<file path="config.mk">
export PLATFORM = sky130hd
export DESIGN_NAME = imem_loader_flat
export DESIGN_NICKNAME = d
export VERILOG_FILES = /design/src/rtl/imem_loader_if.sv /design/src/rtl/imem_loader.sv /design/src/flat_wrapper.sv
export SDC_FILE = /design/constraint.sdc
export NUM_CORES = 1
export LEC_CHECK = 0
export ABC_AREA = 1
export CAP_MARGIN = 10
export CORE_MARGIN = 2
export CORE_UTILIZATION = 43
export DETAILED_ROUTE_END_ITERATION = 16
export PLACE_DENSITY = 0.73
export SYNTH_ARGS = -nofsm -noshare
export SYNTH_HDL_FRONTEND = slang
export SYNTH_SLANG_ARGS = --single-unit
export TNS_END_PERCENT = 10
</file>
<file path="constraint.sdc">
create_clock -name clk_in -period 3.05 [get_ports clk_in]
set_clock_uncertainty 0.2 [all_clocks]
set_input_delay 0.61 -clock clk_in [delete_from_list [all_inputs] [get_ports clk_in]]
set_output_delay 0.61 -clock clk_in [all_outputs]
set_load 0.03 [all_outputs]
</file>
<file path="src/rtl/imem_loader_if.sv">
// Byte-stream, imem write-port and core-control signals of the instruction memory loader.
// The slave modport is the loader; the master modport is whatever feeds it the program image.
interface imem_loader_if #(
    parameter int WIDTH = 32,
    parameter int INDEX = 6
) ();
    logic               start_in;
    logic [INDEX:0]     word_count_in;
    logic               byte_valid_in;
    logic [7:0]         byte_in;
    logic               byte_ready_out;
    logic               imem_we_out;
    logic [INDEX-1:0]   imem_addr_out;
    logic [WIDTH-1:0]   imem_data_out;
    logic               core_nrst_out;
    logic               busy_out;
    logic               done_out;
    logic [WIDTH-1:0]   checksum_out;

    modport slave (
        input  start_in, word_count_in, byte_valid_in, byte_in,
        output byte_ready_out, imem_we_out, imem_addr_out, imem_data_out,
        output core_nrst_out, busy_out, done_out, checksum_out
    );

    modport master (
        output start_in, word_count_in, byte_valid_in, byte_in,
        input  byte_ready_out, imem_we_out, imem_addr_out, imem_data_out,
        input  core_nrst_out, busy_out, done_out, checksum_out
    );
endinterface

</file>
<file path="src/rtl/imem_loader.sv">
// Streams a byte-serial program image into imem as little-endian 32-bit words at
// consecutive addresses from 0, holding the core in reset until the image is complete.
module imem_loader #(
    parameter int WIDTH = 32,
    parameter int INDEX = 6
) (
    input  logic          clk_in,
    input  logic          rst_in,
    imem_loader_if.slave  bus
);
    typedef enum logic [1:0] {
        IDLE    = 2'd0,
        COLLECT = 2'd1,
        WRITE   = 2'd2,
        DONE    = 2'd3
    } state_t;

    localparam logic [INDEX:0] DEPTH    = {1'b1, {INDEX{1'b0}}};
    localparam logic [INDEX:0] ONE_WORD = {{INDEX{1'b0}}, 1'b1};

    function automatic logic [WIDTH-1:0] insert_byte(input logic [WIDTH-1:0] word,
                                                     input logic [1:0]       lane,
                                                     input logic [7:0]       data);
        logic [WIDTH-1:0] res;
        res = word;
        res[{lane, 3'b000} +: 8] = data;
        return res;
    endfunction

    state_t           state_q, state_d;
    logic             byte_ready_q, byte_ready_d;
    logic             imem_we_q, imem_we_d;
    logic [INDEX-1:0] imem_addr_q, imem_addr_d;
    logic [WIDTH-1:0] imem_data_q, imem_data_d;
    logic             core_nrst_q, core_nrst_d;
    logic             busy_q, busy_d;
    logic             done_q, done_d;
    logic [WIDTH-1:0] checksum_q, checksum_d;
    logic [WIDTH-1:0] word_q, word_d;
    logic [1:0]       lane_q, lane_d;
    logic [INDEX:0]   left_q, left_d;
    logic [INDEX-1:0] addr_cnt_q, addr_cnt_d;
    logic [WIDTH-1:0] word_ins_s;
    logic             accept_s;

    assign word_ins_s = insert_byte(word_q, lane_q, bus.byte_in);
    assign accept_s   = bus.byte_valid_in && byte_ready_q;

    // Next-state and next-output computation for the load sequencer.
    always_comb begin
        state_d      = state_q;
        byte_ready_d = byte_ready_q;
        imem_we_d    = 1'b0;
        imem_addr_d  = imem_addr_q;
        imem_data_d  = imem_data_q;
        core_nrst_d  = core_nrst_q;
        busy_d       = busy_q;
        done_d       = 1'b0;
        checksum_d   = checksum_q;
        word_d       = word_q;
        lane_d       = lane_q;
        left_d       = left_q;
        addr_cnt_d   = addr_cnt_q;
        case (state_q)
            IDLE: begin
                byte_ready_d = 1'b0;
                busy_d       = 1'b0;
                core_nrst_d  = 1'b1;
                if (bus.start_in) begin
                    checksum_d = {WIDTH{1'b0}};
                    addr_cnt_d = {INDEX{1'b0}};
                    lane_d     = 2'd0;
                    word_d     = {WIDTH{1'b0}};
                    if (bus.word_count_in > DEPTH) begin
                        left_d = DEPTH;
                    end else begin
                        left_d = bus.word_count_in;
                    end
                    if (bus.word_count_in == {(INDEX+1){1'b0}}) begin
                        state_d = DONE;
                        done_d  = 1'b1;
                    end else begin
                        state_d      = COLLECT;
                        core_nrst_d  = 1'b0;
                        busy_d       = 1'b1;
                        byte_ready_d = 1'b1;
                    end
                end else begin
                    state_d = IDLE;
                end
            end
            COLLECT: begin
                if (accept_s) begin
                    word_d = word_ins_s;
                    lane_d = lane_q + 2'd1;
                    // The write strobe is launched with the last byte so it is visible during WRITE.
                    if (lane_q == 2'd3) begin
                        state_d      = WRITE;
                        byte_ready_d = 1'b0;
                        imem_we_d    = 1'b1;
                        imem_addr_d  = addr_cnt_q;
                        imem_data_d  = word_ins_s;
                        checksum_d   = checksum_q ^ word_ins_s;
                    end else begin
                        state_d = COLLECT;
                    end
                end else begin
                    state_d = COLLECT;
                end
            end
            WRITE: begin
                addr_cnt_d = addr_cnt_q + {{(INDEX-1){1'b0}}, 1'b1};
                left_d     = left_q - ONE_WORD;
                lane_d     = 2'd0;
                if (left_q == ONE_WORD) begin
                    state_d     = DONE;
                    busy_d      = 1'b0;
                    core_nrst_d = 1'b1;
                    done_d      = 1'b1;
                end else begin
                    state_d      = COLLECT;
                    byte_ready_d = 1'b1;
                end
            end
            DONE: begin
                state_d = IDLE;
            end
            default: begin
                state_d      = IDLE;
                byte_ready_d = 1'b0;
                busy_d       = 1'b0;
                core_nrst_d  = 1'b1;
            end
        endcase
    end

    // State and output registers with synchronous active-low reset.
    always_ff @(posedge clk_in) begin
        if (!rst_in) begin
            state_q      <= IDLE;
            byte_ready_q <= 1'b0;
            imem_we_q    <= 1'b0;
            imem_addr_q  <= {INDEX{1'b0}};
            imem_data_q  <= {WIDTH{1'b0}};
            core_nrst_q  <= 1'b1;
            busy_q       <= 1'b0;
            done_q       <= 1'b0;
            checksum_q   <= {WIDTH{1'b0}};
            word_q       <= {WIDTH{1'b0}};
            lane_q       <= 2'd0;
            left_q       <= {(INDEX+1){1'b0}};
            addr_cnt_q   <= {INDEX{1'b0}};
        end else begin
            state_q      <= state_d;
            byte_ready_q <= byte_ready_d;
            imem_we_q    <= imem_we_d;
            imem_addr_q  <= imem_addr_d;
            imem_data_q  <= imem_data_d;
            core_nrst_q  <= core_nrst_d;
            busy_q       <= busy_d;
            done_q       <= done_d;
            checksum_q   <= checksum_d;
            word_q       <= word_d;
            lane_q       <= lane_d;
            left_q       <= left_d;
            addr_cnt_q   <= addr_cnt_d;
        end
    end

    assign bus.byte_ready_out = byte_ready_q;
    assign bus.imem_we_out    = imem_we_q;
    assign bus.imem_addr_out  = imem_addr_q;
    assign bus.imem_data_out  = imem_data_q;
    assign bus.core_nrst_out  = core_nrst_q;
    assign bus.busy_out       = busy_q;
    assign bus.done_out       = done_q;
    assign bus.checksum_out   = checksum_q;
endmodule

</file>
<file path="src/flat_wrapper.sv">
// flat-port wrapper written by rule: the top's interface ports become plain ports
module imem_loader_flat 
#(
    parameter int WIDTH = 32,
    parameter int INDEX = 6
)
  (clk_in, rst_in, bus_start_in, bus_word_count_in, bus_byte_valid_in, bus_byte_in, bus_byte_ready_out, bus_imem_we_out, bus_imem_addr_out, bus_imem_data_out, bus_core_nrst_out, bus_busy_out, bus_done_out, bus_checksum_out);
  imem_loader_if #(.WIDTH(WIDTH), .INDEX(INDEX)) bus_i ();
  input  logic clk_in;
  input  logic rst_in;
  input wire logic [$bits(bus_i.start_in)-1:0] bus_start_in;
  input wire logic [$bits(bus_i.word_count_in)-1:0] bus_word_count_in;
  input wire logic [$bits(bus_i.byte_valid_in)-1:0] bus_byte_valid_in;
  input wire logic [$bits(bus_i.byte_in)-1:0] bus_byte_in;
  output wire logic [$bits(bus_i.byte_ready_out)-1:0] bus_byte_ready_out;
  output wire logic [$bits(bus_i.imem_we_out)-1:0] bus_imem_we_out;
  output wire logic [$bits(bus_i.imem_addr_out)-1:0] bus_imem_addr_out;
  output wire logic [$bits(bus_i.imem_data_out)-1:0] bus_imem_data_out;
  output wire logic [$bits(bus_i.core_nrst_out)-1:0] bus_core_nrst_out;
  output wire logic [$bits(bus_i.busy_out)-1:0] bus_busy_out;
  output wire logic [$bits(bus_i.done_out)-1:0] bus_done_out;
  output wire logic [$bits(bus_i.checksum_out)-1:0] bus_checksum_out;
  assign bus_i.start_in = bus_start_in;
  assign bus_i.word_count_in = bus_word_count_in;
  assign bus_i.byte_valid_in = bus_byte_valid_in;
  assign bus_i.byte_in = bus_byte_in;
  assign bus_byte_ready_out = bus_i.byte_ready_out;
  assign bus_imem_we_out = bus_i.imem_we_out;
  assign bus_imem_addr_out = bus_i.imem_addr_out;
  assign bus_imem_data_out = bus_i.imem_data_out;
  assign bus_core_nrst_out = bus_i.core_nrst_out;
  assign bus_busy_out = bus_i.busy_out;
  assign bus_done_out = bus_i.done_out;
  assign bus_checksum_out = bus_i.checksum_out;
  imem_loader #(.WIDTH(WIDTH), .INDEX(INDEX)) u_core (.clk_in(clk_in), .rst_in(rst_in), .bus(bus_i));
endmodule
</file>
==> impl_metrics.yaml, run 1 <==
layout:
  drive_gt1_share_pct: 6.12
  syn_to_final_growth_pct: 29.5
  fin_area_um2: 7240
  nNetsFinal: 917
  diodes: 0
synth:
  yosys.area.top_type: "dfxtp_1"
  synth_top_area_share_pct: 44.4
  ys_seq_elements: 124
  async_flop_share_pct: 0
  synth_area_per_cell_um2: 7.01
  ys_seq_area_share_pct: 44.4
  syn_nets: 830
  synth_edf_count: 0
  synth_cells: 798
  synth_area_leaders: "dfxtp_1 44%, nand2_1 12%, nor2_1 7.7%"
  syn_area_um2: 5590
  synth_cell_types: 28
  synth_ff_type: "dfxtp_1"
  ys_warn_count: 0
timing:
  setup_violations: 0
  maxSlewViolCount: 0
  fin_tns_setup_ns: 0
  worst_pin_slew_ns: 0.903
  hold_viol: 0
  post-route-period-util_pct: 77.1
  max_freq_mhz: 425
  relSlewSlack_pct: 39.7
  min_period_ns: 2.35
  rsz0062_at_grt: "no"
grt:
  antenna_found_initial: 0
  grt_overflow: 0
  grt_max_degree: 63
  grt_pass1_vias: 4870
  grt_pass1_wl_um: 23800
  grt_usage_pct: 20.9
die:
  start_util_pct: 44.1
  dieArea_um2: 13900
  die_y_um: 118
  core_um2: 12700
  dieWidth_um: 118
  ios: 94
  row_count: 41
critical_path:
  required_ns: 3.17
  critPathMaxFanout: 8
  startpoint: "u_core.lane_q[1]$_SDFFE_PN0P_"
  cp-end-kind: "flip-flop"
  timing.rr.start: "u_core.lane_q[1]$_SDFFE_PN0P_"
  crit_arrival_ns: 2.47
  worstSetupPathType: "flip-flop to flip-flop"
  startpoint_type: "flip-flop"
hold_path:
  hold_start: "u_core.word_q[26]$_SDFFE_PN0P_"
  min_path_type: "flip-flop to flip-flop"
detailed_routing:
  vias_per_cell: 5.03
  wl_per_cell_um: 13.4
  ant_nets: 0
  wl_um: 14300
  dr_total_vias: 5384
  firstDrtPassIters: 5
  first_iter_violations: 397
  drc: 0
power_and_ir_drop:
  p_leak_nw: 2.91
  p_per_area_nw_per_um2: 561
  max-vdd-ir-drop_v: 0.000273
outcome:
  outcome: "finished clean"
run:
  max_cap_viol_count: 0
clock_tree:
  clock_sinks: 124
  clock_latency_ns: 0.42
  h-tree-depth: 4
  clockBufferDepth: 2
  cts_made_buffers: 17
  cts_resized: 0
  cts_hold_buf: 0
  clkSlewWorstSetupHoldPaths_ns: 0.06
  cts_setup_buffers: 0
  root_buffer: "clkbuf_16"
  cts_tree: "built"
placement:
  place_area_um2: 6660
  portBuffers: 93
  place_congestion: 0.850
  hpwl_um: 9560
-- layout by cell type, fill, tap and decap left out, types with 2 or more instances in the layout --
master and n:
o21ai_0 73, clkbuf_8 3, a211oi_1 2, nand4_1 10, clkinvlp_4 3, nand3b_1 8
nand3_1 47, clkinv_4 2, a22oi_1 8, clkdlybuf4s50_1 93, clkinv_2 3, ha_1 13
nand2_1 178, clkbuf_16 17, dfxtp_1 124, inv_1 75, inv_2 6, nand2_2 2
nor2_1 115, bufinv_16 2, buf_4 10, a31oi_1 7, clkbuf_1 2, nor2_4 2
a21oi_1 84, o21ai_2 2
-- cells in the mapped netlist, types with 2 or more instances --
cell      count
a22oi_1       8
clkbuf_1     18
buf_4         4
nand4_1      10
nor2_4        2
a211oi_1      2
o21ai_0      73
o21ai_2       2
inv_2         5
a21oi_1      84
buf_2        10
inv_1        76
nand2_1     178
nand3b_1      8
dfxtp_1     124
nand3_1      47
ha_1         13
buf_6         3
nand2_2       2
a31oi_1       7
nor2_1      115
-- logic make-up after synthesis --
group	after synthesis	synth area share (%)
XOR/XNOR	1	0.157
AO/OA/AOI/OAI	178	16.8
buffers and inverters	118	8.81
AND/OR/NAND/NOR	364	27.0
adder cells (fa/ha/maj)	13	2.91
flip-flops	124	44.4
-- worst max-delay path, stage by stage, from the launching register on --
cell	delay, ns
dfxtp_1	0.39
inv_1	0.11
ha_1	0.38
inv_1	0.06
nor2_1	0.36
nand2_1	0.12
a21oi_1	0.36
nand3_1	0.14
nand2_1	0.09
nor2_1	0.04
-- final cells by class --
class                      count  area, µm²
fill                        1188       5430
multi-input combinational    556       2620
sequential                   124       2480
timing repair buffer         104       1030
clock buffer                  22        474
inverter                      82        308
tap                          172        215
clock inverter                10        115
-- report_power, final --
| group | internal (W) | total (W) | leakage [nW] | switching (W) |
|---|---|---|---|---|
| Combinational | 0.000124 | 0.000412 | 1.63 | 0.000288 |
| Clock | 0.00126 | 0.00199 | 0.282 | 0.000725 |
| Sequential | 0.00164 | 0.00166 | 1.00 | 0.0000175 |
| Total | 0.00303 | 0.00406 | 2.91 | 0.00103 |
-- stage by stage --
step / worst slack (ns) / instances / total power [W] / utilization (%) / hold slack (ns)
2_1_floorplan: 0.929 / 798 / 0.00197 / - / 0.245
3_3_place_gp: 0.565 / 1038 / 0.00210 / 52.5 / 0.252
3_5_place_dp: 0.565 / 1038 / 0.00210 / 52.5 / 0.257
4_1_cts: 0.701 / 1070 / 0.00408 / 57.2 / 0.265
5_1_grt: 0.460 / 1070 / 0.00420 / 57.2 / 0.285
6_report: 0.697 / 1070 / 0.00406 / 57.2 / 0.267
-- flip-flops by register name, indices dropped and copies added (netlist names) --
register / flops
u_core.lane_q: 2
u_core.word_q: 32
u_core.bus.core_nrst_out: 1
u_core.bus.checksum_out: 32
u_core.bus.busy_out: 1
u_core.bus.imem_addr_out: 6
u_core.bus.imem_we_out: 1
u_core.bus.imem_data_out: 32
u_core.state_q: 2
u_core.bus.done_out: 1
u_core.left_q: 7
u_core.bus.byte_ready_out: 1
u_core.addr_cnt_q: 6
-- final timing paths --
| kind | endpoint | slack (ns) | depth (start not counted) |
|---|---|---|---|
| worst max-delay path | u_core.bus.checksum_out[19]$_SDFFE_PN0P_ | 0.70 | 9 |
| worst max register to register | u_core.bus.checksum_out[19]$_SDFFE_PN0P_ | 0.70 | 9 |
| worst min register to register | u_core.word_q[26]$_SDFFE_PN0P_ | 0.27 | 2 |
| worst min-delay path | u_core.word_q[26]$_SDFFE_PN0P_ | 0.27 | 2 |
-- routing by layer --
layer / global-route usage [%] / vias up / routed length, µm
met5: 0 / - / 0
met4: 8.13 / 0 / 250
met3: 4.31 / 20 / 701
met2: 32.4 / 145 / 6450
met1: 28.4 / 2455 / 6890
li1: - / 2764 / -
Power figures use the tool's default switching activity.
==> inputs of run 2 (changes only) <==
==> constraint.sdc (replaced) <==
create_clock -name clk_in -period 2.2 [get_ports clk_in]
set_clock_uncertainty 0.2 [all_clocks]
set_input_delay 0.44 -clock clk_in [delete_from_list [all_inputs] [get_ports clk_in]]
set_output_delay 0.44 -clock clk_in [all_outputs]
set_load 0.03 [all_outputs]
==> impl_metrics.yaml, run 2 (synthesis results as in run 1) <==
critical_path:
  path_cells: "clkdlybuf4s50_1"
  critPathMaxStageDelay_ns: 0.71
  worstSetupPathType: "flip-flop to output port"
  cp-end-kind: "output port"
  required_ns: 1.56
  startpoint_type: "flip-flop"
  cp_num_buf_inv: 1
  crit_path_top_delay_cell: "clkdlybuf4s50_1"
  crit_arrival_ns: 1.48
  cp_top_family: "buffers and inverters"
  critPathMaxFanout: 3
detailed_routing:
  vias_per_cell: 4.95
  dr_total_vias: 5432
  ant_nets: 0
  drc: 0
  wl_um: 14500
  firstDrtPassIters: 5
  wl_per_cell_um: 13.2
  first_iter_violations: 381
grt:
  grt_pass1_vias: 4842
  antenna_found_initial: 0
  grt_overflow: 0
  grt_usage_pct: 21.0
  grt_max_degree: 37
  grt_pass1_wl_um: 23800
outcome:
  outcome: "finished clean"
layout:
  mostFrequentLayoutCell: "nand2_1"
  drive_gt1_share_pct: 8.65
  diodes: 0
  utilization_pct: 58.8
  mostFrequentLayoutCells: "178 x nand2_1, 124 x dfxtp_1, 115 x nor2_1"
  stdcell_count: 1097
  nNetsFinal: 946
  fill_cells: 1178
  syn_to_final_growth_pct: 33.2
power_and_ir_drop:
  total_power_w: 0.00553
  p_per_area_nw_per_um2: 742
  p_leak_nw: 3.06
  max-vdd-ir-drop_v: 0.000413
timing:
  max_freq_mhz: 473
  rsz0062_at_grt: "yes"
  worst_pin_slew_ns: 0.529
  setup_violations: 0
  post-route-period-util_pct: 96.2
  hold_viol: 0
  relSlewSlack_pct: 64.7
  min_period_ns: 2.12
  maxSlewViolCount: 0
placement:
  place_inst: 1067
  hpwl_um: 10000
  place_congestion: 0.894
  portBuffers: 93
die:
  row_count: 41
  core_um2: 12700
  ios: 94
  dieWidth_um: 118
  die_y_um: 118
  dieArea_um2: 13900
  start_util_pct: 44.1
clock_tree:
  cts_setup_buffers: 0
  root_buffer: "clkbuf_16"
  h-tree-depth: 4
  cts_resized: 0
  clock_sinks: 124
  clockBufferDepth: 2
  clkSlewWorstSetupHoldPaths_ns: 0.05
  cts_hold_buf: 0
  cts_made_buffers: 17
  cts_tree: "built"
  clock_latency_ns: 0.42
run:
  max_cap_viol_count: 0
hold_path:
  min_path_type: "flip-flop to flip-flop"
[run 2: final timing paths]
| path | from | end | slack (ns) | depth (start not counted) |
|---|---|---|---|---|
| max reg2reg | u_core.lane_q[1]$_SDFFE_PN0P_ | u_core.bus.checksum_out[6]$_SDFFE_PN0P_ | 0.14 | 7 |
| min | u_core.word_q[27]$_SDFFE_PN0P_ | u_core.word_q[27]$_SDFFE_PN0P_ | 0.26 | 2 |
| min reg2reg | u_core.word_q[27]$_SDFFE_PN0P_ | u_core.word_q[27]$_SDFFE_PN0P_ | 0.26 | 2 |
| max | u_core.bus.checksum_out[7]$_SDFFE_PN0P_ | bus_checksum_out[7] | 0.08 | 1 |
[run 2: metrics by stage]
stage	setup WS [ns]	setup TNS (ns)	cell area (µm²)	hold WS [ns]
after floorplan	0.0788	0	5590	0.245
after global placement	0.0869	0	6910	0.252
after detailed placement	0.0181	0	6910	0.255
after CTS	0.0665	0	7450	0.263
after global routing	-0.0232	-0.0317	7450	0.281
final	0.0843	0	7450	0.265
[run 2: metal layers]
| layer | vias up | track usage [%] | routed length (µm) |
|---|---|---|---|
| met3 | 26 | 4.80 | 660 |
| met2 | 136 | 32.4 | 6480 |
| met4 | 0 | 8.51 | 326 |
| met1 | 2450 | 28.4 | 7050 |
| met5 | - | 0 | 0 |
| li1 | 2820 | - | - |
[run 2: layout make-up]
class                      instances  area [µm²]  share of cell area (%)
multi-input combinational        556        2620                    35.2
sequential                       124        2480                    33.3
timing repair buffer             133        1280                    17.2
clock buffer                      21         440                    5.91
inverter                          82         308                    4.13
tap                              172         215                    2.89
clock inverter                     9        98.8                    1.33
[run 2: power breakdown]
part | internal [W] | total [W] | leakage [nW] | switching, W
Combinational | 0.000213 | 0.000625 | 1.78 | 0.000411
Clock | 0.00164 | 0.00260 | 0.270 | 0.000964
Sequential | 0.00228 | 0.00230 | 1.00 | 0.0000239
Total | 0.00413 | 0.00553 | 3.06 | 0.00140
